--- src/rtl/axis_pkt_pkg.sv ---
// Shared types and constants for the AXI4-Stream frame packetizer and its output stage.
package axis_pkt_pkg;

    typedef enum logic [1:0] {
        IDLE,
        HEADER,
        DATA,
        GAP
    } pkt_state_t;

    localparam int unsigned SKID_DEPTH = 2;

    localparam string STR_TRUE  = "TRUE";
    localparam string STR_FALSE = "FALSE";

endpackage

--- src/rtl/axis_skid_buffer.sv ---
// Two-entry AXI4-Stream skid buffer: registered outputs, registered upstream ready,
// one cycle of latency and full throughput.
module axis_skid_buffer
    import axis_pkt_pkg::*;
#(
    parameter int DATA_WIDTH = 33
) (
    input  logic                  aclk,
    input  logic                  areset,
    input  logic [DATA_WIDTH-1:0] s_data,
    input  logic                  s_valid,
    output logic                  s_ready,
    output logic [DATA_WIDTH-1:0] m_data,
    output logic                  m_valid,
    input  logic                  m_ready
);

    // entry 0 drives the output port, entry 1 catches a word while the output stalls
    logic [DATA_WIDTH-1:0] data_q [SKID_DEPTH];
    logic [DATA_WIDTH-1:0] data_d [SKID_DEPTH];
    logic [SKID_DEPTH-1:0] valid_q;
    logic [SKID_DEPTH-1:0] valid_d;
    logic                  ready_q;
    logic                  s_fire;
    logic                  out_free;

    assign s_fire   = s_valid && ready_q;
    assign out_free = m_ready || !valid_q[0];

    always_comb begin
        data_d  = data_q;
        valid_d = valid_q;
        if (out_free) begin
            if (valid_q[1]) begin
                data_d[0]  = data_q[1];
                valid_d[0] = 1'b1;
                valid_d[1] = 1'b0;
            end else begin
                valid_d[0] = s_fire;
                if (s_fire) begin
                    data_d[0] = s_data;
                end
            end
        end else if (s_fire) begin
            data_d[1]  = s_data;
            valid_d[1] = 1'b1;
        end
    end

    always_ff @(posedge aclk) begin
        if (areset) begin
            for (int unsigned i = 0; i < SKID_DEPTH; i++) begin
                data_q[i] <= '0;
            end
            valid_q <= '0;
            ready_q <= 1'b0;
        end else begin
            data_q  <= data_d;
            valid_q <= valid_d;
            ready_q <= !valid_d[1];
        end
    end

    assign s_ready = ready_q;
    assign m_data  = data_q[0];
    assign m_valid = valid_q[0];

endmodule

--- src/rtl/axis_frame_packetizer.sv ---
// Slices a sample stream into frames of programmable length and count, with an optional
// sequence-number header, an inter-packet gap and graceful start/stop.
module axis_frame_packetizer
    import axis_pkt_pkg::*;
#(
    parameter int    AXIS_TDATA_WIDTH = 32,
    parameter int    CNTR_WIDTH       = 32,
    parameter string HEADER_ENABLE    = STR_FALSE,
    parameter string ALWAYS_READY     = STR_FALSE
) (
    input  logic                        aclk,
    input  logic                        areset,
    input  logic [CNTR_WIDTH-1:0]       cfg_length,
    input  logic [CNTR_WIDTH-1:0]       cfg_packets,
    input  logic [CNTR_WIDTH-1:0]       cfg_gap,
    input  logic                        cfg_start,
    input  logic                        cfg_stop,
    output logic                        sts_busy,
    output logic                        sts_done,
    output logic [CNTR_WIDTH-1:0]       sts_packets,
    output logic                        s_axis_tready,
    input  logic [AXIS_TDATA_WIDTH-1:0] s_axis_tdata,
    input  logic                        s_axis_tvalid,
    input  logic                        m_axis_tready,
    output logic [AXIS_TDATA_WIDTH-1:0] m_axis_tdata,
    output logic                        m_axis_tvalid,
    output logic                        m_axis_tlast
);

    localparam bit                    HDR_EN      = (HEADER_ENABLE == STR_TRUE);
    localparam bit                    ALW_RDY     = (ALWAYS_READY == STR_TRUE);
    localparam pkt_state_t            FIRST_STATE = HDR_EN ? HEADER : DATA;
    localparam logic [CNTR_WIDTH-1:0] ONE         = CNTR_WIDTH'(1);

    pkt_state_t                  state_q, state_d;
    logic [CNTR_WIDTH-1:0]       len_q, packets_q, gap_q;
    logic [CNTR_WIDTH-1:0]       word_cntr_q, gap_cntr_q, pkt_cntr_q, seq_q;
    logic                        stop_req_q, done_q, rdy_en_q;

    logic                        skid_ready;
    logic                        push_valid, push_last;
    logic [AXIS_TDATA_WIDTH-1:0] push_data;
    logic [AXIS_TDATA_WIDTH:0]   skid_out;
    logic                        start_ok, stop_now, in_fire, hdr_fire;
    logic                        last_word, pkt_end, final_pkt, gap_end;

    assign start_ok  = cfg_start && (cfg_length != '0);
    assign stop_now  = stop_req_q || cfg_stop;
    assign in_fire   = (state_q == DATA) && s_axis_tvalid && skid_ready;
    assign hdr_fire  = (state_q == HEADER) && skid_ready;
    assign last_word = (word_cntr_q == len_q - ONE);
    assign pkt_end   = in_fire && last_word;
    assign final_pkt = stop_now || ((packets_q != '0) && (pkt_cntr_q + ONE == packets_q));
    assign gap_end   = (gap_cntr_q == gap_q - ONE);

    always_comb begin
        state_d = state_q;
        unique case (state_q)
            IDLE:    if (start_ok) state_d = FIRST_STATE;
            HEADER:  if (hdr_fire) state_d = DATA;
            DATA: begin
                if (pkt_end) begin
                    if (final_pkt)          state_d = IDLE;
                    else if (gap_q != '0)   state_d = GAP;
                    else                    state_d = FIRST_STATE;
                end
            end
            GAP: begin
                if (stop_now)     state_d = IDLE;
                else if (gap_end) state_d = FIRST_STATE;
            end
            default: state_d = IDLE;
        endcase
    end

    // outside DATA the input is either held off or, with ALWAYS_READY, accepted and dropped
    always_comb begin
        push_valid    = 1'b0;
        push_data     = '0;
        push_last     = 1'b0;
        s_axis_tready = ALW_RDY && rdy_en_q;
        unique case (state_q)
            HEADER: begin
                push_valid = 1'b1;
                push_data  = AXIS_TDATA_WIDTH'(seq_q);
            end
            DATA: begin
                push_valid    = s_axis_tvalid;
                push_data     = s_axis_tdata;
                push_last     = last_word;
                s_axis_tready = ALW_RDY ? rdy_en_q : skid_ready;
            end
            default: ;
        endcase
    end

    always_ff @(posedge aclk) begin
        if (areset) begin
            state_q     <= IDLE;
            len_q       <= '0;
            packets_q   <= '0;
            gap_q       <= '0;
            word_cntr_q <= '0;
            gap_cntr_q  <= '0;
            pkt_cntr_q  <= '0;
            seq_q       <= '0;
            stop_req_q  <= 1'b0;
            done_q      <= 1'b0;
            rdy_en_q    <= 1'b0;
        end else begin
            state_q    <= state_d;
            rdy_en_q   <= 1'b1;
            done_q     <= (state_q != IDLE) && (state_d == IDLE);
            stop_req_q <= (state_d != IDLE) && (stop_req_q || cfg_stop);
            if ((state_q == IDLE) && start_ok) begin
                len_q      <= cfg_length;
                packets_q  <= cfg_packets;
                gap_q      <= cfg_gap;
                pkt_cntr_q <= '0;
                seq_q      <= '0;
            end
            if (in_fire) begin
                word_cntr_q <= last_word ? '0 : word_cntr_q + ONE;
            end
            if (pkt_end) begin
                pkt_cntr_q <= pkt_cntr_q + ONE;
                seq_q      <= seq_q + ONE;
            end
            gap_cntr_q <= (state_q == GAP) ? gap_cntr_q + ONE : '0;
        end
    end

    axis_skid_buffer #(
        .DATA_WIDTH(AXIS_TDATA_WIDTH + 1)
    ) u_skid (
        .aclk    (aclk),
        .areset  (areset),
        .s_data  ({push_last, push_data}),
        .s_valid (push_valid),
        .s_ready (skid_ready),
        .m_data  (skid_out),
        .m_valid (m_axis_tvalid),
        .m_ready (m_axis_tready)
    );

    assign m_axis_tdata = skid_out[AXIS_TDATA_WIDTH-1:0];
    assign m_axis_tlast = skid_out[AXIS_TDATA_WIDTH];
    assign sts_busy     = (state_q != IDLE);
    assign sts_done     = done_q;
    assign sts_packets  = pkt_cntr_q;

endmodule
--- config.mk ---
export PLATFORM = sky130hd
export DESIGN_NAME = axis_frame_packetizer
export DESIGN_NICKNAME = d
export VERILOG_FILES = /design/src/rtl/axis_pkt_pkg.sv /design/src/rtl/axis_skid_buffer.sv /design/src/rtl/axis_frame_packetizer.sv
export SDC_FILE = /design/constraint.sdc
export NUM_CORES = 1
export LEC_CHECK = 0
export ABC_AREA = 1
export ABC_CLOCK_PERIOD_IN_PS = 2550
export BUFFER_PORTS_ARGS = -buffer_cell sky130_fd_sc_hd__buf_4
export CORE_MARGIN = 5
export CORE_UTILIZATION = 45
export CTS_BUF_LIST = sky130_fd_sc_hd__clkbuf_4
export DETAILED_ROUTE_END_ITERATION = 10
export MAX_ROUTING_LAYER = met4
export PLACE_DENSITY = 0.72
export SYNTH_ARGS = -nofsm -noshare
export SYNTH_HDL_FRONTEND = slang
export SYNTH_SLANG_ARGS = --single-unit
--- constraint.sdc ---
create_clock -name aclk -period 2.55 [get_ports aclk]
set_input_delay 0.765 -clock aclk [delete_from_list [all_inputs] [get_ports aclk]]
set_output_delay 0.765 -clock aclk [all_outputs]
set_load 0.02 [all_outputs]
==> summary.md, run 1 <==
| Metric | Value |
|---|---|
| Clk_skew | 68.2 ps |
| Yosys top cell area share | 0.346 |
| Setup TNS | -339 ps |
| Critical path origin | sts_packets[12]$_SDFFE_PP0P_ |
| Global route overflow | 0 |
| Layout cells sized above 1 | 0.277 |
| H-tree Lvls | 3 |
| CTS Buffer Depth | 3 |
| RSZ-0062 raised after global routing | yes |
| Die Area | 42,200 sq um |
| Hold/Removal Path Class | primary input to flop |
| Leak | 9.80 nW |
| DR vias | 19,400 |
| Core Box Area | 37,700 sq um |
| Post-synth EDFFs | 0 |
| Pre-Repair DR Iteration Count | 6 |
| DR WL/cell | 15.4 um |
| Initial DRC Count | 1,474 |
| Failing checks | negative setup slack |
| Yosys top cell by area | dfxtp_1 |
| MaxCap Viol Count | 0 |
| Overall Global Routing Usage | 0.264 |
| Worst reg2reg path depth | 22 |
| Ys Warns | 0 |
| Cts hold-fix bufs | 0 |
| Fin nets | 3,309 |
| WL final | 57.6 mm |
| Hold violation count in the final report | 0 |
| Vias in the first global route | 18,500 |
| WHS | 231 ps |
| GPL Wtd Cong | 0.968 |
| Clock Pin Slew Worst Setup and Hold Paths | 70 ps |
| P per Cell Area | 769 nW/um^2 |
| CTS tree | built |
| Port bufs | 202 |
| Clock sinks | 297 |
| Seq cells post-synth | 297 |
| Period minus WS final | 2610 ps |
| Worst-path maximum fanout | 3 |
| Crit end category | flop |
| Initial core utilization | 0.456 |
| Die H | 205 um |
| Post-layout util | 0.620 |
| R2r endpoint | sts_done$_SDFF_PP0_ |
| Commonest cells post-synth | nand2_1 (745), dfxtp_1 (297), nor2_1 (281) |
| Max Freq | 383 MHz |
| FF-to-FF setup slack | -60 ps |
| Syn avg cell area | 6.43 sq um |
| Chip width | 205 um |
| Synth Instances | 2,675 |
| Mapped Nets | 2,820 |
| Total power draw | 0.0179 W |
| Main area contributors after synthesis | dfxtp_1 (35%), nand2_1 (16%), a21oi_1 (7.5%) |
| Tightest Pin Transition | 741 ps |
| Setup Crit Path Kind | flop to flop |
| Final worst path period share | 1.02 |
| Top-count cell post-synth | nand2_1 |
| Mapped Area | 17,200 sq um |
| Worst slew margin | 0.501 |
| Setup WS post-layout | -59.2 ps |
| Worst Setup Start Kind | flop |
| Arrival time at the worst endpoint | 3340 ps |
| Outcome | finished with violations |
| Async SR Flop Fraction | 0 |
| Area delta synth->final | 35.8% |
| Num rows | 71 |
| Routed Antenna Nets | 0 |
| Largest net degree at the start of global routing | 105 |
| Top FF cell, synth | dfxtp_1 |
| Crit path to | sts_done$_SDFF_PP0_ |
| HPWL after detailed placement | 40.9 mm |
| Root Driver | clkbuf_4 |
| Yosys cell types | 52 |
| Reg-to-reg startpoint | sts_packets[12]$_SDFFE_PP0P_ |
| CTS buffer count | 84 |
| Initial antenna violation count | 2 |
| Required @ worst endpoint | 3280 ps |
| First-pass GRT wire length | 89.7 mm |
| Placed cell area | 21,000 sq um |
| Clock latency at the later pin of the worst-skew pair | 820 ps |
| Register area share after synthesis | 0.346 |
| Via density | 5.19 |
| Endpoints failing setup | 18 |
| Worst vdd ir | 0.427 mV |
| DRC violations left | 0 |
| Fin. max-slew vios | 0 |
| Cell area after layout | 23,300 sq um |
| Ports | 203 |
cell type report:
| cell class | count | area (sq um) |
|---|---|---|
| clock inverters | 30 | 174 |
| well taps | 511 | 639 |
| flip-flops and latches | 297 | 5980 |
| diodes | 7 | 17.5 |
| multi-input cells | 1970 | 10200 |
| clock buffers | 113 | 848 |
| inverters | 280 | 1090 |
| repair buffers | 531 | 4360 |
| fillers | 3464 | 14300 |
cells by family after synthesis:
| family | count (synthesis) | synth area share |
|---|---|---|
| AO/OA/AOI/OAI | 493 | 0.150 |
| buffers and inverters | 408 | 0.0996 |
| flip-flops | 297 | 0.346 |
| XOR/XNOR | 113 | 0.0600 |
| AND/OR/NAND/NOR | 1353 | 0.337 |
| adder cells (fa/ha/maj) | 11 | 0.00801 |
per-layer routing:
metal	wire, um	track usage	share of wire	vias to the layer above
li1	-	-	-	9664
met1	25000	0.337	0.43	8929
met2	27000	0.424	0.47	707
met3	4040	0.0504	0.070	118
met4	1530	0.0821	0.027	0
met5	0	-	0	-
worst min-delay path by stage:
| stage | start | cells after the start | to | slack [ps] |
|---|---|---|---|---|
| 6_report | cfg_packets[14] | 3 | packets_q[14]$_SDFFE_PP0P_ | 230 |
| 5_1_grt | cfg_gap[27] | 3 | gap_q[27]$_SDFFE_PP0P_ | 170 |
| 4_1_cts | cfg_gap[22] | 3 | gap_q[22]$_SDFFE_PP0P_ | 200 |
| 3_5_place_dp | u_skid.data_q[29]$_SDFFE_PP0P_ | 2 | u_skid.data_q[29]$_SDFFE_PP0P_ | 450 |
| 3_3_place_gp | u_skid.data_q[25]$_SDFFE_PP0P_ | 2 | u_skid.data_q[25]$_SDFFE_PP0P_ | 450 |
| 2_1_floorplan | len_q[31]$_SDFFE_PP0P_ | 2 | len_q[31]$_SDFFE_PP0P_ | 440 |
critical path, stage by stage (launching register included):
cell,delay [ps]
dfxtp_1,360
nand2_1,100
nor2_2,160
nand2_1,80
buf_4,140
nor2_1,200
nand2_1,80
nand2_1,80
nand2_1,50
nand2_1,50
nand2_1,50
nor2_1,120
nand2_1,90
nor2_2,120
nand4_1,190
buf_4,190
nand2_2,70
nand2_4,60
nand2_2,70
nand2_2,50
nand2_2,80
nand2_1,50
nor2_1,100
per-stage QoR:
stage / worst slack, ps / instances
after floorplan: 11.0 / 2675
after global placement: -423 / 3539
after detailed placement: -483 / 3539
after CTS: -37.1 / 3703
after global routing: -230 / 3739
final: -59.2 / 3739
sequential cells by signal, indices dropped and copies added (netlist names):
register and count:
gap_cntr_q 32, gap_q 32, len_q 32, packets_q 32, seq_q 32, state_q 2
stop_req_q 1, sts_done 1, sts_packets 32, u_skid.data_q 33, u_skid.m_data 33, u_skid.s_ready 1
u_skid.valid_q 2, word_cntr_q 32
power breakdown:
group          leakage (nW)  internal [W]  switching [W]
registers              2.43       0.00524       0.000531
clock network         0.599       0.00217        0.00221
logic                  6.78       0.00320        0.00459
cells in the final DEF, fill, tap and decap left out, types with 19 or more instances in the layout:
| cell type | count |
|---|---|
| a21oi_1 | 240 |
| a21oi_2 | 19 |
| a31oi_1 | 35 |
| buf_4 | 497 |
| clkbuf_4 | 113 |
| clkinv_1 | 22 |
| dfxtp_1 | 278 |
| inv_1 | 259 |
| nand2_1 | 705 |
| nand2_2 | 38 |
| nand3_1 | 133 |
| nand4_1 | 47 |
| nor2_1 | 222 |
| nor2_2 | 58 |
| nor2_4 | 26 |
| nor3_1 | 40 |
| nor4_1 | 20 |
| o21ai_0 | 157 |
| xnor2_1 | 31 |
| xor2_1 | 78 |
repair_timing:
| item | in CTS | in global routing |
|---|---|---|
| resized for setup | 70 | 188 |
| pin swaps | 23 | 70 |
| endpoints found under the setup margin | 91 | 111 |
| buffers inserted | 20 | 22 |
| gates cloned | 1 | 7 |
Note: power is estimated with default switching activity, not from simulation.
==> inputs of run 2 (changes only) <==
CELL_PAD_IN_SITES_DETAIL_PLACEMENT = 0   (was unset)
CELL_PAD_IN_SITES_GLOBAL_PLACEMENT = 2   (was unset)
CORE_UTILIZATION = 30   (was 45)
PLACE_DENSITY = 0.84   (was 0.72)
REMOVE_ABC_BUFFERS = 1   (was unset)
==> run 2 against run 1 <==
The flow still finishes with violations (negative setup slack). Count of clock-buffer cells in the layout up 28. Largest power group unchanged. Clock power up 13%. Non-clock buffer count down 27. Critical path type unchanged. Sequential share of layout area down 0.77 points.
==> summary.md, run 2 (same netlist as run 1, synthesis figures left out) <==
| Metric | Value |
|---|---|
| Outcome | finished with violations |
| Failing checks | negative setup slack |
| Initial antenna violation count | 2 (unchanged) |
| Overall Global Routing Usage | 0.197 (-0.0663) |
| CP max stage delay | 320 ps (-40 ps) |
| Clk_skew | 63.2 ps (-5.05 ps) |
| Layout cells sized above 1 | 0.287 (+0.00985) |
| CTS tree | built |
| Period minus WS final | 2670 ps (+61.7 ps) |
| Vias in the first global route | 18,500 (+0.032%) |
| Root Driver | clkbuf_4 |
| Setup WS post-layout | -121 ps (-61.7 ps) |
| Initial core utilization | 0.304 (-0.153) |
| Worst-path maximum fanout | 8 (+5) |
| Worst Setup Start Kind | flop |
| Hold wc startpoint | cfg_packets[23] |
| Layout Cells excl Fill | 3,982 (+6.5%) |
| Total power draw | 0.0189 W (+5.1%) |
| Clock sinks | 297 (unchanged) |
| GPL Wtd Cong | 0.926 (-4.3%) |
| DR vias | 18,900 (-2.6%) |
| Die H | 249 um (+21%) |
| Chip width | 249 um (+21%) |
| Num rows | 87 (+23%) |
| Port bufs | 202 (unchanged) |
| Initial DRC Count | 1,053 (-29%) |
| Endpoints failing setup | 65 (+47) |
| Largest net degree at the start of global routing | 102 (-2.9%) |
| Reg-to-reg startpoint | len_q[0]$_SDFFE_PP0P_ |
| CTS buffer count | 94 (+12%) |
| Ports | 203 (unchanged) |
| Global route overflow | 0 (unchanged) |
| Max Freq | 374 MHz (-2.3%) |
| Area delta synth->final | 39.9% |
| Final worst path period share | 1.05 (+0.0242) |
| Setup Crit Path Kind | flop to flop |
| DRC violations left | 0 (unchanged) |
| Cts hold-fix bufs | 0 (unchanged) |
| Hold/Removal Path Class | primary input to flop |
| DR WL/cell | 16.1 um (+4.5%) |
| HPWL after detailed placement | 46.3 mm (+13%) |
| Hold violation count in the final report | 0 (unchanged) |
| Commonest cells after routing, fill and taps aside | nand2_1 (677), buf_4 (456), dfxtp_1 (278), inv_1 (256), a21oi_1 (244) |
| Routed Antenna Nets | 0 (unchanged) |
| Cell mode on critical path | nand2_1 |
| Clock Pin Slew Worst Setup and Hold Paths | 70 ps (about the same) |
| Required @ worst endpoint | 3240 ps (-40 ps) |
| CTS Buffer Depth | 3 (unchanged) |
| RSZ-0062 raised after global routing | yes |
| First-pass GRT wire length | 98.1 mm (+9.5%) |
| MaxCap Viol Count | 0 (unchanged) |
| Leak | 9.94 nW (+1.4%) |
| Crit-path cells | inv_2 > ha_4 > nand2_4 > nor2_4 > buf_12 > nand2_8 > nor2_4 > nand2_1 > nand2_1 > nand2_2 > nor2_1 > nand2_1 > nor2_4 > nand4_4 > buf_12 > buf_8 > nand2_8 > inv_16 > clkbuf_16 > nand2_1 > a21oi_1 |
| Post-layout util | 0.425 (-0.195) |
| Worst vdd ir | 0.413 mV (-3.1%) |
| Arrival time at the worst endpoint | 3360 ps (+20 ps) |
| Worst slew margin | 0.562 (+0.0602) |
| Critical path origin | len_q[0]$_SDFFE_PP0P_ |
| Crit end category | flop |
| Pre-Repair DR Iteration Count | 7 (+1) |
| Place WS | -786 ps (-303 ps) |
| Critical path's slowest cell | dfxtp_2 |
| Core Box Area | 56,600 sq um (+50%) |
| WL final | 64.1 mm (+11%) |
| H-tree Lvls | 3 (unchanged) |
| Most common cell after layout, fill and taps aside | nand2_1 |
| Fin. max-slew vios | 0 (unchanged) |
| Die Area | 62,200 sq um (+47%) |
| Tightest Pin Transition | 657 ps (-84.2 ps) |
| Clock latency at the later pin of the worst-skew pair | 850 ps (+30 ps) |
| Fin nets | 3,292 (-0.51%) |
| Via density | 4.75 (-8.5%) |
| Post-Place Cells | 3,771 (+6.6%) |
| P per Cell Area | 784 nW/um^2 (+2.0%) |
==> run 2: timing repair <==
action,4_1_cts,5_1_grt
pin swaps,15,76
resized for setup,71,270
cloned,0,9
buffers inserted,4,26
setup endpoints to repair,100,114
==> run 2: through the flow <==
| step | hold slack, ps | cell area (sq um) | setup TNS [ps] |
|---|---|---|---|
| detailed placement | 453 | 21200 | -102930 |
| global placement | 448 | 21200 | -99980 |
| CTS | 119 | 22700 | -427 |
| floorplan | 435 | 16500 | -519760 |
| finish | 196 | 24100 | -5040 |
| global route | 119 | 24100 | -14910 |
==> run 2: layout make-up <==
type                            instances  area, sq um
Fill cell                            6032        32600
Inverter                              280         1100
Antenna cell                            4         10.0
Clock inverter                         30          151
Timing Repair Buffer                  504         4280
Sequential cell                       297         5970
Multi-Input combinational cell       1970        10500
Clock buffer                          141         1060
Tap cell                              756          946
==> run 2: critical path, delay by kind of cell (launching register included) <==
kind / cells / cell delay [ps]
buffers and inverters: 6 / 740
and+or+nand+nor: 13 / 1230
DFF: 1 / 320
adders and majority gates: 1 / 150
AOI/OAI and AO/OA: 1 / 50
==> run 2: path summary, 6_finish.rpt <==
path / to / slack, ps / depth (start not counted)
worst max register to register: sts_packets[1]$_SDFFE_PP0P_ / -120 / 21
worst min register to register: u_skid.m_data[21]$_SDFFE_PP0P_ / 450 / 2
worst max-delay path: sts_packets[1]$_SDFFE_PP0P_ / -120 / 21
worst min-delay path: packets_q[23]$_SDFFE_PP0P_ / 200 / 3
==> run 2: power by group <==
part           switching (W)  total (W)  internal (W)
Combinational        0.00491    0.00812       0.00321
Clock                0.00233    0.00495       0.00262
Sequential          0.000551    0.00579       0.00524
==> run 2: metal layers <==
layer	wire length (um)	track usage	up-vias
li1	-	-	9662
met1	29200	0.251	8728
met2	30700	0.322	415
met3	2680	0.0364	112
met4	1560	0.0582	0
met5	0	-	-
